$ cat src/rtl/bmem_arbiter_rr.sv
// Arbiter that puts NUM_PORTS burst clients onto one bmem port. Grants are round-robin
// or fixed priority. A read-tag FIFO routes each returned read burst to its requester.
module bmem_arbiter_rr #(
  parameter int NUM_PORTS       = 2,
  parameter int ADDR_W          = 32,
  parameter int DATA_W          = 64,
  parameter int BURST_LEN       = 4,
  parameter int MAX_OUTSTANDING = 4,
  parameter int PRIORITY_MODE   = 0
) (
  input  logic                        clk,
  input  logic                        rst_n,
  input  logic [NUM_PORTS*ADDR_W-1:0] req_addr,
  input  logic [NUM_PORTS-1:0]        req_read,
  input  logic [NUM_PORTS-1:0]        req_write,
  input  logic [NUM_PORTS*DATA_W-1:0] req_wdata,
  output logic [NUM_PORTS-1:0]        req_ready,
  output logic [ADDR_W-1:0]           resp_raddr,
  output logic [DATA_W-1:0]           resp_rdata,
  output logic [NUM_PORTS-1:0]        resp_rvalid,
  output logic [ADDR_W-1:0]           bmem_addr,
  output logic                        bmem_read,
  output logic                        bmem_write,
  output logic [DATA_W-1:0]           bmem_wdata,
  input  logic                        bmem_ready,
  input  logic [ADDR_W-1:0]           bmem_raddr,
  input  logic [DATA_W-1:0]           bmem_rdata,
  input  logic                        bmem_rvalid,
  output logic                        err_rvalid
);

  localparam int PW = (NUM_PORTS > 1) ? $clog2(NUM_PORTS) : 1;
  localparam int FW = (MAX_OUTSTANDING > 1) ? $clog2(MAX_OUTSTANDING) : 1;
  localparam int CW = $clog2(MAX_OUTSTANDING + 1);
  localparam int BW = $clog2(BURST_LEN);

  typedef enum logic {S_IDLE, S_WRITE_BURST} state_t;

  state_t            r_state, w_state_nxt;
  logic [PW-1:0]     r_rr_ptr, r_owner;
  logic [BW-1:0]     r_beat_cnt, r_rbeat_cnt;
  logic [PW-1:0]     r_tag_mem [MAX_OUTSTANDING];
  logic [FW-1:0]     r_wr_ptr, r_rd_ptr;
  logic [CW-1:0]     r_count;
  logic [ADDR_W-1:0] r_bmem_addr;
  logic [DATA_W-1:0] r_bmem_wdata;
  logic              r_bmem_read, r_bmem_write, r_err;

  logic [ADDR_W-1:0]    w_addr  [NUM_PORTS];
  logic [DATA_W-1:0]    w_wdata [NUM_PORTS];
  logic [NUM_PORTS-1:0] w_elig;
  logic [PW-1:0]        w_win, w_head;
  logic                 w_has_room, w_grant, w_grant_wr, w_grant_rd;
  logic                 w_beat_in, w_pop, w_last_wbeat;

  for (genvar i = 0; i < NUM_PORTS; i++) begin : g_unpack
    assign w_addr[i]  = req_addr[i*ADDR_W +: ADDR_W];
    assign w_wdata[i] = req_wdata[i*DATA_W +: DATA_W];
  end

  // Round-robin scans from ptr with wrap; fixed priority scans from index 0.
  function automatic logic [PW-1:0] f_pick(input logic [NUM_PORTS-1:0] elig,
                                           input logic [PW-1:0]        ptr);
    logic [PW-1:0] win;
    logic          found;
    int            idx;
    win   = '0;
    found = 1'b0;
    for (int k = 0; k < NUM_PORTS; k++) begin
      idx = (PRIORITY_MODE != 0) ? k : (int'(ptr) + k) % NUM_PORTS;
      if (!found && elig[PW'(idx)]) begin
        found = 1'b1;
        win   = PW'(idx);
      end
    end
    return win;
  endfunction

  function automatic logic [FW-1:0] f_inc(input logic [FW-1:0] p);
    return (p == FW'(MAX_OUTSTANDING - 1)) ? '0 : p + 1'b1;
  endfunction

  // The registered count is used here, so a pop in this cycle frees no slot until the next one.
  assign w_has_room   = (r_count < CW'(MAX_OUTSTANDING));
  assign w_elig       = req_write | (req_read & {NUM_PORTS{w_has_room}});
  assign w_win        = f_pick(w_elig, r_rr_ptr);
  assign w_grant      = (r_state == S_IDLE) & rst_n & bmem_ready & (|w_elig);
  assign w_grant_wr   = w_grant & req_write[w_win];
  assign w_grant_rd   = w_grant & ~req_write[w_win];
  assign w_beat_in    = bmem_rvalid & (r_count != '0);
  assign w_head       = r_tag_mem[r_rd_ptr];
  assign w_pop        = w_beat_in & (r_rbeat_cnt == BW'(BURST_LEN - 1));
  assign w_last_wbeat = (r_beat_cnt == BW'(BURST_LEN - 1));

  assign bmem_addr  = r_bmem_addr;
  assign bmem_read  = r_bmem_read;
  assign bmem_write = r_bmem_write;
  assign bmem_wdata = r_bmem_wdata;
  assign err_rvalid = r_err;
  assign resp_raddr = bmem_raddr;
  assign resp_rdata = bmem_rdata;

  // NOTE: every output of an always_comb block gets a default first, so no path infers a latch.
  always_comb begin
    w_state_nxt = r_state;
    req_ready   = '0;
    case (r_state)
      S_IDLE: begin
        if (w_grant) begin
          req_ready[w_win] = 1'b1;
          if (req_write[w_win]) w_state_nxt = S_WRITE_BURST;
        end
      end
      S_WRITE_BURST: begin
        req_ready[r_owner] = 1'b1;
        if (w_last_wbeat) w_state_nxt = S_IDLE;
      end
      default: w_state_nxt = S_IDLE;
    endcase
  end

  always_comb begin
    resp_rvalid = '0;
    if (w_beat_in) resp_rvalid[w_head] = 1'b1;
  end

  // NOTE: sequential state uses non-blocking assignments only, so every register samples pre-edge values.
  always_ff @(posedge clk or negedge rst_n) begin
    if (!rst_n) r_state <= S_IDLE;
    else        r_state <= w_state_nxt;
  end

  always_ff @(posedge clk or negedge rst_n) begin
    if (!rst_n) begin
      r_rr_ptr     <= '0;
      r_owner      <= '0;
      r_beat_cnt   <= '0;
      r_rbeat_cnt  <= '0;
      r_wr_ptr     <= '0;
      r_rd_ptr     <= '0;
      r_count      <= '0;
      r_bmem_addr  <= '0;
      r_bmem_wdata <= '0;
      r_bmem_read  <= 1'b0;
      r_bmem_write <= 1'b0;
      r_err        <= 1'b0;
    end else begin
      r_bmem_read  <= w_grant_rd;
      r_bmem_write <= w_grant_wr | (r_state == S_WRITE_BURST);
      if (w_grant) begin
        r_bmem_addr <= w_addr[w_win];
        if (PRIORITY_MODE == 0)
          r_rr_ptr <= (w_win == PW'(NUM_PORTS - 1)) ? '0 : w_win + 1'b1;
      end
      if (w_grant_wr) begin
        r_bmem_wdata <= w_wdata[w_win];
        r_owner      <= w_win;
        r_beat_cnt   <= BW'(1);
      end else if (r_state == S_WRITE_BURST) begin
        r_bmem_wdata <= w_wdata[r_owner];
        r_beat_cnt   <= w_last_wbeat ? '0 : r_beat_cnt + 1'b1;
      end
      if (w_grant_rd) r_wr_ptr <= f_inc(r_wr_ptr);
      if (w_beat_in)  r_rbeat_cnt <= w_pop ? '0 : r_rbeat_cnt + 1'b1;
      if (w_pop)      r_rd_ptr <= f_inc(r_rd_ptr);
      r_count <= r_count + CW'(w_grant_rd) - CW'(w_pop);
      if (bmem_rvalid && (r_count == '0)) r_err <= 1'b1;
    end
  end

  // NOTE: tag storage has no reset; the FIFO pointers and count alone decide what is valid.
  always_ff @(posedge clk) begin
    if (w_grant_rd) r_tag_mem[r_wr_ptr] <= w_win;
  end

endmodule

$ cat config.mk
export PLATFORM = sky130hd
export DESIGN_NAME = bmem_arbiter_rr
export DESIGN_NICKNAME = d
export VERILOG_FILES = /design/src/rtl/bmem_arbiter_rr.sv
export SDC_FILE = /design/constraint.sdc
export NUM_CORES = 1
export LEC_CHECK = 0
export ABC_AREA = 1
export CAP_MARGIN = 20
export CORE_AREA = 2 2 194 196
export CTS_CLUSTER_DIAMETER = 100
export DETAILED_ROUTE_END_ITERATION = 10
export DIE_AREA = 0 0 196 198
export PLACE_DENSITY_LB_ADDON = 0.3
export SLEW_MARGIN = 20
export SYNTH_ARGS = -nofsm -noshare
export SYNTH_HDL_FRONTEND = slang
export SYNTH_SLANG_ARGS = --single-unit
$ cat constraint.sdc
create_clock -name clk -period 2.32 [get_ports clk]
set_clock_uncertainty 0.1 [all_clocks]
set_input_delay 0.464 -clock clk [delete_from_list [all_inputs] [get_ports clk]]
set_output_delay 0.464 -clock clk [all_outputs]
set_load 0.02 [all_outputs]
Word level (Yosys, flattened, before mapping)
Memory sizes are Yosys's and may differ from the RTL's.
Cells that the tools add are included.
- flip-flop bits (word level): 113
- RAM bits: 4
- input bits: 296
- output and inout bits: 199
- word-level logic and storage cells: 103
- memories kept: 1
- add/sub/neg operators: 8
- order comparisons: 11
- eq/ne operators: 4
- multiplexer cells: 42
- bitwise gates (word level): 14
- reductions and logical operators: 10
- memories (name ; depth ; bits a word ; read ports ; clocked after memory_dff ; wr ports ; RTL line ; text):
    r_tag_mem ; 4 ; 1 ; 1 ; 0 ; 1 ; 42 ; logic [PW-1:0] r_tag_mem [MAX_OUTSTANDING];
- operators by type and width (kind ; count):
    2-to-1 mux 64 bit ; 8
    2-to-1 mux 32 bit ; 3
    2-to-1 mux 1 bit ; 18
    2-to-1 mux 2 bit ; 8
    adder 2 x 1 -> 2 bit, second input constant ; 4
    == test 2 bit, second input constant ; 4
    bitwise AND 1 bit ; 7
    less-than comparator 1 x 2 -> 1 bit, second input constant ; 3
    less-than comparator 1 x 3 -> 1 bit, second input constant ; 2
    logical AND 1 bit ; 5
    greater-or-equal comparator 2 bit, second input constant ; 2
    inverter 1 -> 2 bit ; 2
    one-hot mux 2 bit (2 select lines) ; 1
    adder 3 x 1 -> 3 bit ; 1
    demux 1 bit (select 1 bit) ; 3
    greater-or-equal comparator 1 bit, second input constant ; 3
    zero test 3 bit ; 1
    less-than comparator 3 bit, second input constant ; 1
    nonzero test 3 bit ; 1
    subtractor 3 x 1 -> 3 bit ; 1
    adder 1 bit, second input constant ; 2
    bitwise AND 2 bit ; 1
    inverter 1 bit ; 2
    bitwise OR 2 bit ; 1
    5 further kinds ; 5

Longest topological paths before layout
Gate-level depths: netlist of the first run.
- word-level depth: 15
- depth in mapped cells: 15
- mapped depth without buffers: 14

Worst setup path before layout of the first run
No wires, ideal clock.
- kind: input to register
- start point: input req_read[0]
- end point: register r_count[2]
- setup time: 129 ps
- data arrival time: 2254 ps
- required time: 2091 ps
- slack: -162 ps
- cell stages on the path: 14
- buffers on the path: 1
- cells stage by stage: nand2_1 > nand2_2 > nand3_1 > nand2_2 > buf_4 > inv_1 > nand2_2 > ha_1 > inv_1 > ha_1 > inv_1 > fa_1 > xnor2_1 > xor2_1
- cells in the longest elaborated chain, start to end: 14
- elaborated cells on any way between the ends: 19
- those cells by class: add/sub (2); mux (9); bitwise (5); reduce/logical (3)
- ends and longest elaborated chain (item ; RTL line ; text):
    start: declaration ; 14 ; input logic [NUM_PORTS-1:0] req_read,
    bitwise AND 2 bit (*) ; 85 ; assign w_elig = req_write | (req_read & {NUM_PORTS{w_has_room}});
    bitwise OR 2 bit (*) ; 85 ;
    2-to-1 mux 1 bit (not written as such) (2 in a row) ; 71 ; if (!found && elig[PW'(idx)]) begin
    2-to-1 mux 1 bit ; 71 ;
    zero test 1 bit ; 71 ;
    logical AND 1 bit ; 71 ;
    2-to-1 mux 1 bit ; 71 ;
    2-to-1 mux 1 bit (not written as such) (2 in a row) ; 89 ; assign w_grant_rd = w_grant & ~req_write[w_win];
    inverter 1 bit ; 89 ;
    bitwise AND 1 bit (*) ; 89 ;
    adder 3 x 1 -> 3 bit (*) ; 166 ; r_count <= r_count + CW'(w_grant_rd) - CW'(w_pop);
    subtractor 3 x 1 -> 3 bit (*) ; 166 ;
    end signal: assignment ; 166 ;
    end: declaration ; 44 ; logic [CW-1:0] r_count;
Mark *: on every way between the ends. The rest lies on a longest branch, timed or not. The select of a mux whose other input is x is not followed.
A chain may end at the register's enable or synchronous reset.

Final worst setup path of the first run
Same ends and word-level chain as after synthesis.

==> results.md, run 1 <==
* #FFs+latches synth at 117
* First-pass GRT wire length at 48300 um
* Grt ovf at 0
* Row cnt at 71
* Type of origin of the critical path: input port
* VDD IR max at 0.000497 V
* Post-synthesis cell type count at 31
* Crit Path Category: input port to register
* Power per cell area at 1220 mW/mm2
* All-Layer GR Usage at 16.2%
* Syn nets at 1533
* Netlist Area Pre-Place at 0.00839 mm2
* Drt pass-1 iters at 6
* Sequential area share after synthesis at 35.1%
* Final setup fails at 0
* ANT nets after route at 0
* Outcome: completed
* PortBufs at 302
* Pre-CTS WS at -0.553 ns
* Drt wl/cell at 16.7 um
* Clock Path Buffers at 2
* Full die area at 0.0388 mm2
* RSZ-0062 raised after global routing: true
* Vias in the first global route at 8490
* Ports at 495
* Initial DRC Count at 357
* H-tree levels at 4
* Pin count of the biggest net entering global routing at 65
* Total CTS buffers at 17
* Max-cap violations at 0
* Final period utilization at 98.4%
* CP Capture Type: register
* CTS Sinks at 117
* Layout cell share with drive strength beyond 1 at 7.79%
* Fin. Hold Viols at 0
* Worst Path Required at 2.53 ns
* Die Ht at 198 um
* Gpl congestion at 0.767
* Chip Width at 196 um
* Mapped Cells at 1227
* Initial antenna violation count at 0
* Peak Freq at 438 MHz
* Leakage power at 6.05 nW
* Slew HR at 42.2%
* WL final at 31700 um
* Clk slew on worst S/H paths at 0.06 ns
* WP data arrival at 2.49 ns
* Avg Inst Size Synth at 6.84 um2
* Final Power at 14.6 mW
* Reg2Reg Setup Slack at 0.09 ns
* Hold-fix buffers, CTS at 0
* Core ar. at 0.0370 mm2
* Setup TNS at 0 ns
* Final setup margin at 0.0371 ns
* Layout Nets at 1719
* Root Buffer: clkbuf_16
* Worst slew pin tran at 0.866 ns
* Worst skew pair latency at 0.43 ns
* Drc violations at 0
* Initial core utilization at 22.7%
* Commonest non-fill, non-tap cell in the layout: nand2_1
* Detail Placement HPWL at 21600 um
* Final Slew Violations at 0
* YS warnings at 0
* Via density at 4.53
* DR vias at 8595
* HP Class: input port to asynchronous set/reset pin
* Min Tclk post-route at 2.28 ns
* ANT cells at 0
* Most frequent cells in the layout: nand2_1 (372), clkdlybuf4s50_1 (295), nand3_1 (291), inv_1 (144), dfrtp_1 (112)
* Area added between synthesis and finish at 42.3%
* Max FO, Critical Path at 4
* CTS tree: built
## Yosys cell counts
| library cell | n | area share [%] |
|---|---|---|
| nor2_1 | 11 | 0.49 |
| xnor2_1 | 1 | 0.10 |
| o211ai_1 | 1 | 0.089 |
| inv_2 | 1 | 0.045 |
| edfxtp_1 | 4 | 1.4 |
| buf_4 | 112 | 10 |
| o21a_1 | 1 | 0.089 |
| nand3_1 | 292 | 17 |
| nand2_4 | 1 | 0.13 |
| o21ai_0 | 8 | 0.48 |
| nor2_4 | 2 | 0.27 |
| nand3_2 | 1 | 0.12 |
| a22oi_1 | 64 | 5.7 |
| and2_1 | 1 | 0.075 |
| inv_4 | 1 | 0.075 |
| inv_1 | 149 | 6.7 |
| nand2_2 | 4 | 0.30 |
| buf_2 | 35 | 2.1 |
| o22ai_1 | 1 | 0.075 |
| dfrtp_1 | 113 | 34 |
| clkbuf_1 | 21 | 0.94 |
| xor2_1 | 1 | 0.10 |
| ha_1 | 9 | 1.3 |
| a21oi_1 | 1 | 0.060 |
| nand2_1 | 375 | 17 |
| fa_1 | 1 | 0.24 |
| buf_1 | 11 | 0.49 |
| nor2_8 | 1 | 0.24 |
| buf_6 | 2 | 0.27 |
| or2_2 | 1 | 0.075 |
| a31o_2 | 1 | 0.10 |
## layout make-up
cell class              instances  area [um2]
inverters                     151         574
clock inverters                13         159
fillers                      3985       25000
repair buffers                348        3440
clock buffers                  18         429
well taps                     474         593
multi-input cells             778        3810
flip-flops and latches        117        2950
## worst max-delay path: stages
cell             delay (ns)
clkdlybuf4s50_1        0.47
nand2_2                0.07
nand2_4                0.10
nor2_4                 0.05
nor2_8                 0.09
buf_4                  0.14
nand2_8                0.05
ha_4                   0.20
inv_2                  0.06
ha_4                   0.12
inv_2                  0.03
fa_2                   0.36
xnor2_2                0.14
xor2_1                 0.14
## state kept, by name, indices dropped and copies added (netlist names)
register     flops
r_state          1
r_rr_ptr         1
r_owner          1
r_wr_ptr         2
bmem_wdata      64
bmem_addr       32
r_tag_mem        4
bmem_read        1
err_rvalid       1
r_beat_cnt       2
r_rbeat_cnt      2
r_count          3
r_rd_ptr         2
bmem_write       1
## logic make-up (layout without fill, tap and decap cells)
family,count (synthesis),after routing,share of synthesized area (%)
adders and majority gates,10,10,1.58
DFF,117,117,35.1
xor gates and xnor gates,2,2,0.209
and+or+nand+nor,689,689,35.9
AOI/OAI and AO/OA,77,77,6.62
buffers and inverters,332,530,20.6
## power breakdown
part	switching, mW	internal (mW)	leakage [nW]	total, mW
clock network	1.05	1.68	0.282	2.72
registers	0.634	3.06	1.41	3.69
logic	4.77	3.42	4.36	8.19
total	6.45	8.16	6.05	14.6
## what timing repair did
item	4_1_cts	5_1_grt
endpoints found under the setup margin	5	63
gates resized for setup	16	11
buffers inserted	0	0
endpoints found under the hold margin	0	0
pin swaps	0	5
## final timing paths
kind,from,to,cells after the start
max in group asynchronous,rst_n,bmem_addr[27]$_DFFE_PN0P_,3
worst min-delay path,rst_n,bmem_wdata[18]$_DFFE_PN0P_,3
worst max-delay path,req_read[0],r_count[2]$_DFF_PN0_,14
min in group clk,err_rvalid$_DFFE_PN0P_,err_rvalid$_DFFE_PN0P_,1
worst max register to register,r_state$_DFF_PN0_,r_count[2]$_DFF_PN0_,12
worst min register to register,err_rvalid$_DFFE_PN0P_,err_rvalid$_DFFE_PN0P_,1
## through the flow
stage	util [%]	cells	hold WS, ns	area (um2)
finish	32.3	1899	0.265	11900
global route	32.3	1899	0.357	11900
CTS	32.3	1899	0.311	11900
detailed placement	30.7	1868	0.364	11300
floorplan	-	1227	0.0684	8470
global placement	30.7	1868	0.361	11300
## per-layer routing
metal	wire [um]	track usage [%]	part of all wire [%]	vias to the layer above
met2	15200	27.5	48	340
met5	0	0	0	-
met4	816	6.20	2.6	0
met1	13100	18.8	41	4008
met3	2620	5.69	8.3	42
li1	-	-	-	4205
(Power assumes the default switching activity.)
==> run 2: changes to the inputs <==
- CORE_AREA: 2 2 194 196 -> 2 2 195 197
- DIE_AREA: 0 0 196 198 -> 0 0 197 199
- clock period: 2.32 -> 2.6 ns (I/O delays scaled with it)
==> run 2 against run 1 <==
Against the previous run:
- non-clock buffer count down 7
- sequential power down 11%
- register-to-register slack better by 0.16 ns
- setup slack better by 0.079 ns
- global-route usage down 0.22 points
- critical endpoint is now req_ready[0]
- worst hold slack worse by 0.080 ns
- critical path depth down 5
- first-iteration DRC count up 9.0%
- via count about the same
- design area down 0.53%
==> results.md, run 2 (same netlist as run 1, synthesis figures left out) <==
* Outcome: completed
* Fillers at 4004
* Peak Freq at 403 MHz
* Detail Placement HPWL at 21700 um
* Final period utilization at 95.5%
* First-pass GRT wire length at 48200 um
* Initial antenna violation count at 0
* Switch share at 44.3%
* DR vias at 8603
* Drc violations at 0
* Power per cell area at 1090 mW/mm2
* Critical path endpoint: req_ready[0]
* RR Startpoint: r_count[2]$_DFF_PN0_
* Grt ovf at 0
* PortBufs at 302
* Final Slew Violations at 0
* CTS tree: built
* Die Ht at 199 um
* FF-to-FF path depth at 14
* All-Layer GR Usage at 16.0%
* ANT nets after route at 0
* ANT cells at 0
* Slew HR at 39.6%
* Final setup fails at 0
* Layout cell share with drive strength beyond 1 at 6.27%
* Drt wl/cell at 16.8 um
* WP data arrival at 1.86 ns
* Most frequent cells in the layout: nand2_1 (375), clkdlybuf4s50_1 (297), nand3_1 (292), inv_1 (148), dfrtp_1 (112)
* Layout Nets at 1712
* Clk pwr share at 19.1%
* Hold-fix buffers, CTS at 0
* Worst slew pin tran at 0.907 ns
* Gpl congestion at 0.762
* Pin count of the biggest net entering global routing at 86
* Type of origin of the critical path: input port
* Max FO, Critical Path at 4
* Initial core utilization at 22.6%
* Pre-CTS WS at -0.360 ns
* CP Capture Type: output port
* Crit Path Category: input port to output port
* Internal cell power at 7.20 mW
* HP Class: input port to asynchronous set/reset pin
* Share of power burned in registers at 25.5%
* Initial DRC Count at 389
* Core ar. at 0.0371 mm2
* VDD IR max at 0.000435 V
* P_sw at 5.73 mW
* Final setup margin at 0.116 ns
* Ports at 495
* Setup TNS at 0 ns
* Min Tclk post-route at 2.48 ns
* Reg2reg end: r_count[2]$_DFF_PN0_
* Leakage power at 6.03 nW
* Layout Cell Area excl Fill at 0.0119 mm2
* Worst skew pair latency at 0.43 ns
* Vias in the first global route at 8387
* Comb pwr share at 55.4%
* Root Buffer: clkbuf_16
* Commonest non-fill, non-tap cell in the layout: nand2_1
* Worst Path Required at 1.98 ns
* Clk slew on worst S/H paths at 0.06 ns
* Setup crit start: req_write[0]
* Area added between synthesis and finish at 41.6%
* Drt pass-1 iters at 4
* Total CTS buffers at 17
* WL final at 31800 um
* Fin. Hold Viols at 0
* Number of flip-flops in the largest register at 64
* Post-CTS setup buffers at 0
* CTS Sinks at 117
* Cell Area, Placed at 0.0113 mm2
* Row cnt at 71
* H-tree levels at 4
* RSZ-0062 raised after global routing: false
* Reg2Reg Setup Slack at 0.25 ns
* Clock Path Buffers at 2
* Via density at 4.54
* Max-cap violations at 0
* Full die area at 0.0392 mm2
* Chip Width at 197 um
[run 2: cell types whose count changed in the layout (fill, tap and decap cells not counted), sizes merged, moves of 2 or more]
cell,change
buf,-9
clkinv,-3
clkdlybuf4s50,+2
dlygate4sd2,+2
inv,+2
[run 2: power by group through the flow]
stage / logic, mW / clock network (mW) / registers, mW
final: 7.16 / 2.47 / 3.30
after global routing: 7.89 / 2.63 / 3.40
after CTS: 7.27 / 2.56 / 3.31
after detailed placement: 7.24 / 0 / 3.32
after global placement: 7.18 / 0 / 3.33
after floorplan: 3.36 / 0 / 4.14
[run 2: layout make-up]
type	count	area, um2	area share, %
repair buffers	341	3420	28.8
inverters	151	569	4.79
clock inverters	12	143	1.20
well taps	474	593	4.99
multi-input cells	778	3740	31.5
flip-flops and latches	117	2950	24.8
clock buffers	20	468	3.94
[run 2: stage by stage]
step	cells	util, %	power, mW	hold slack (ns)
3_5_place_dp	1861	30.3	10.6	0.367
3_3_place_gp	1861	30.3	10.5	0.373
5_1_grt	1893	32.0	13.9	0.231
2_1_floorplan	1227	-	7.50	0.124
6_report	1893	32.0	12.9	0.185
4_1_cts	1893	32.0	13.1	0.200
[run 2: routing by layer]
metal	global-route usage (%)	wire length, um	vias up	part of all wire (%)
met3	5.95	3030	53	9.5
met1	18.2	12800	3980	40
met2	26.9	15100	383	48
li1	-	-	4187	-
met5	0	0	-	0
met4	7.10	873	0	2.7
[run 2: what timing repair did]
action	in CTS	in global routing
endpoints found under the setup margin	3	6
resized for setup	5	3
endpoints found under the hold margin	0	0
[run 2: critical path: stages]
cell and delay (ns):
clkdlybuf4s50_1 0.49, inv_1 0.07, nand2_4 0.11, nor2_4 0.06, nor2_8 0.10, nand2_1 0.10
a21oi_2 0.13, buf_4 0.14, buf_4 0.13
[run 2: worst min-delay path by stage]
stage          depth (start not counted)                          to  slack (ns)
2_1_floorplan                          0    bmem_addr[0]$_DFFE_PN0P_        0.12
3_3_place_gp                           2  r_rbeat_cnt[1]$_DFFE_PN0P_        0.37
3_5_place_dp                           1      err_rvalid$_DFFE_PN0P_        0.37
4_1_cts                                2  bmem_wdata[23]$_DFFE_PN0P_        0.20
5_1_grt                                2  bmem_wdata[23]$_DFFE_PN0P_        0.23
6_report                               2  bmem_wdata[26]$_DFFE_PN0P_        0.18
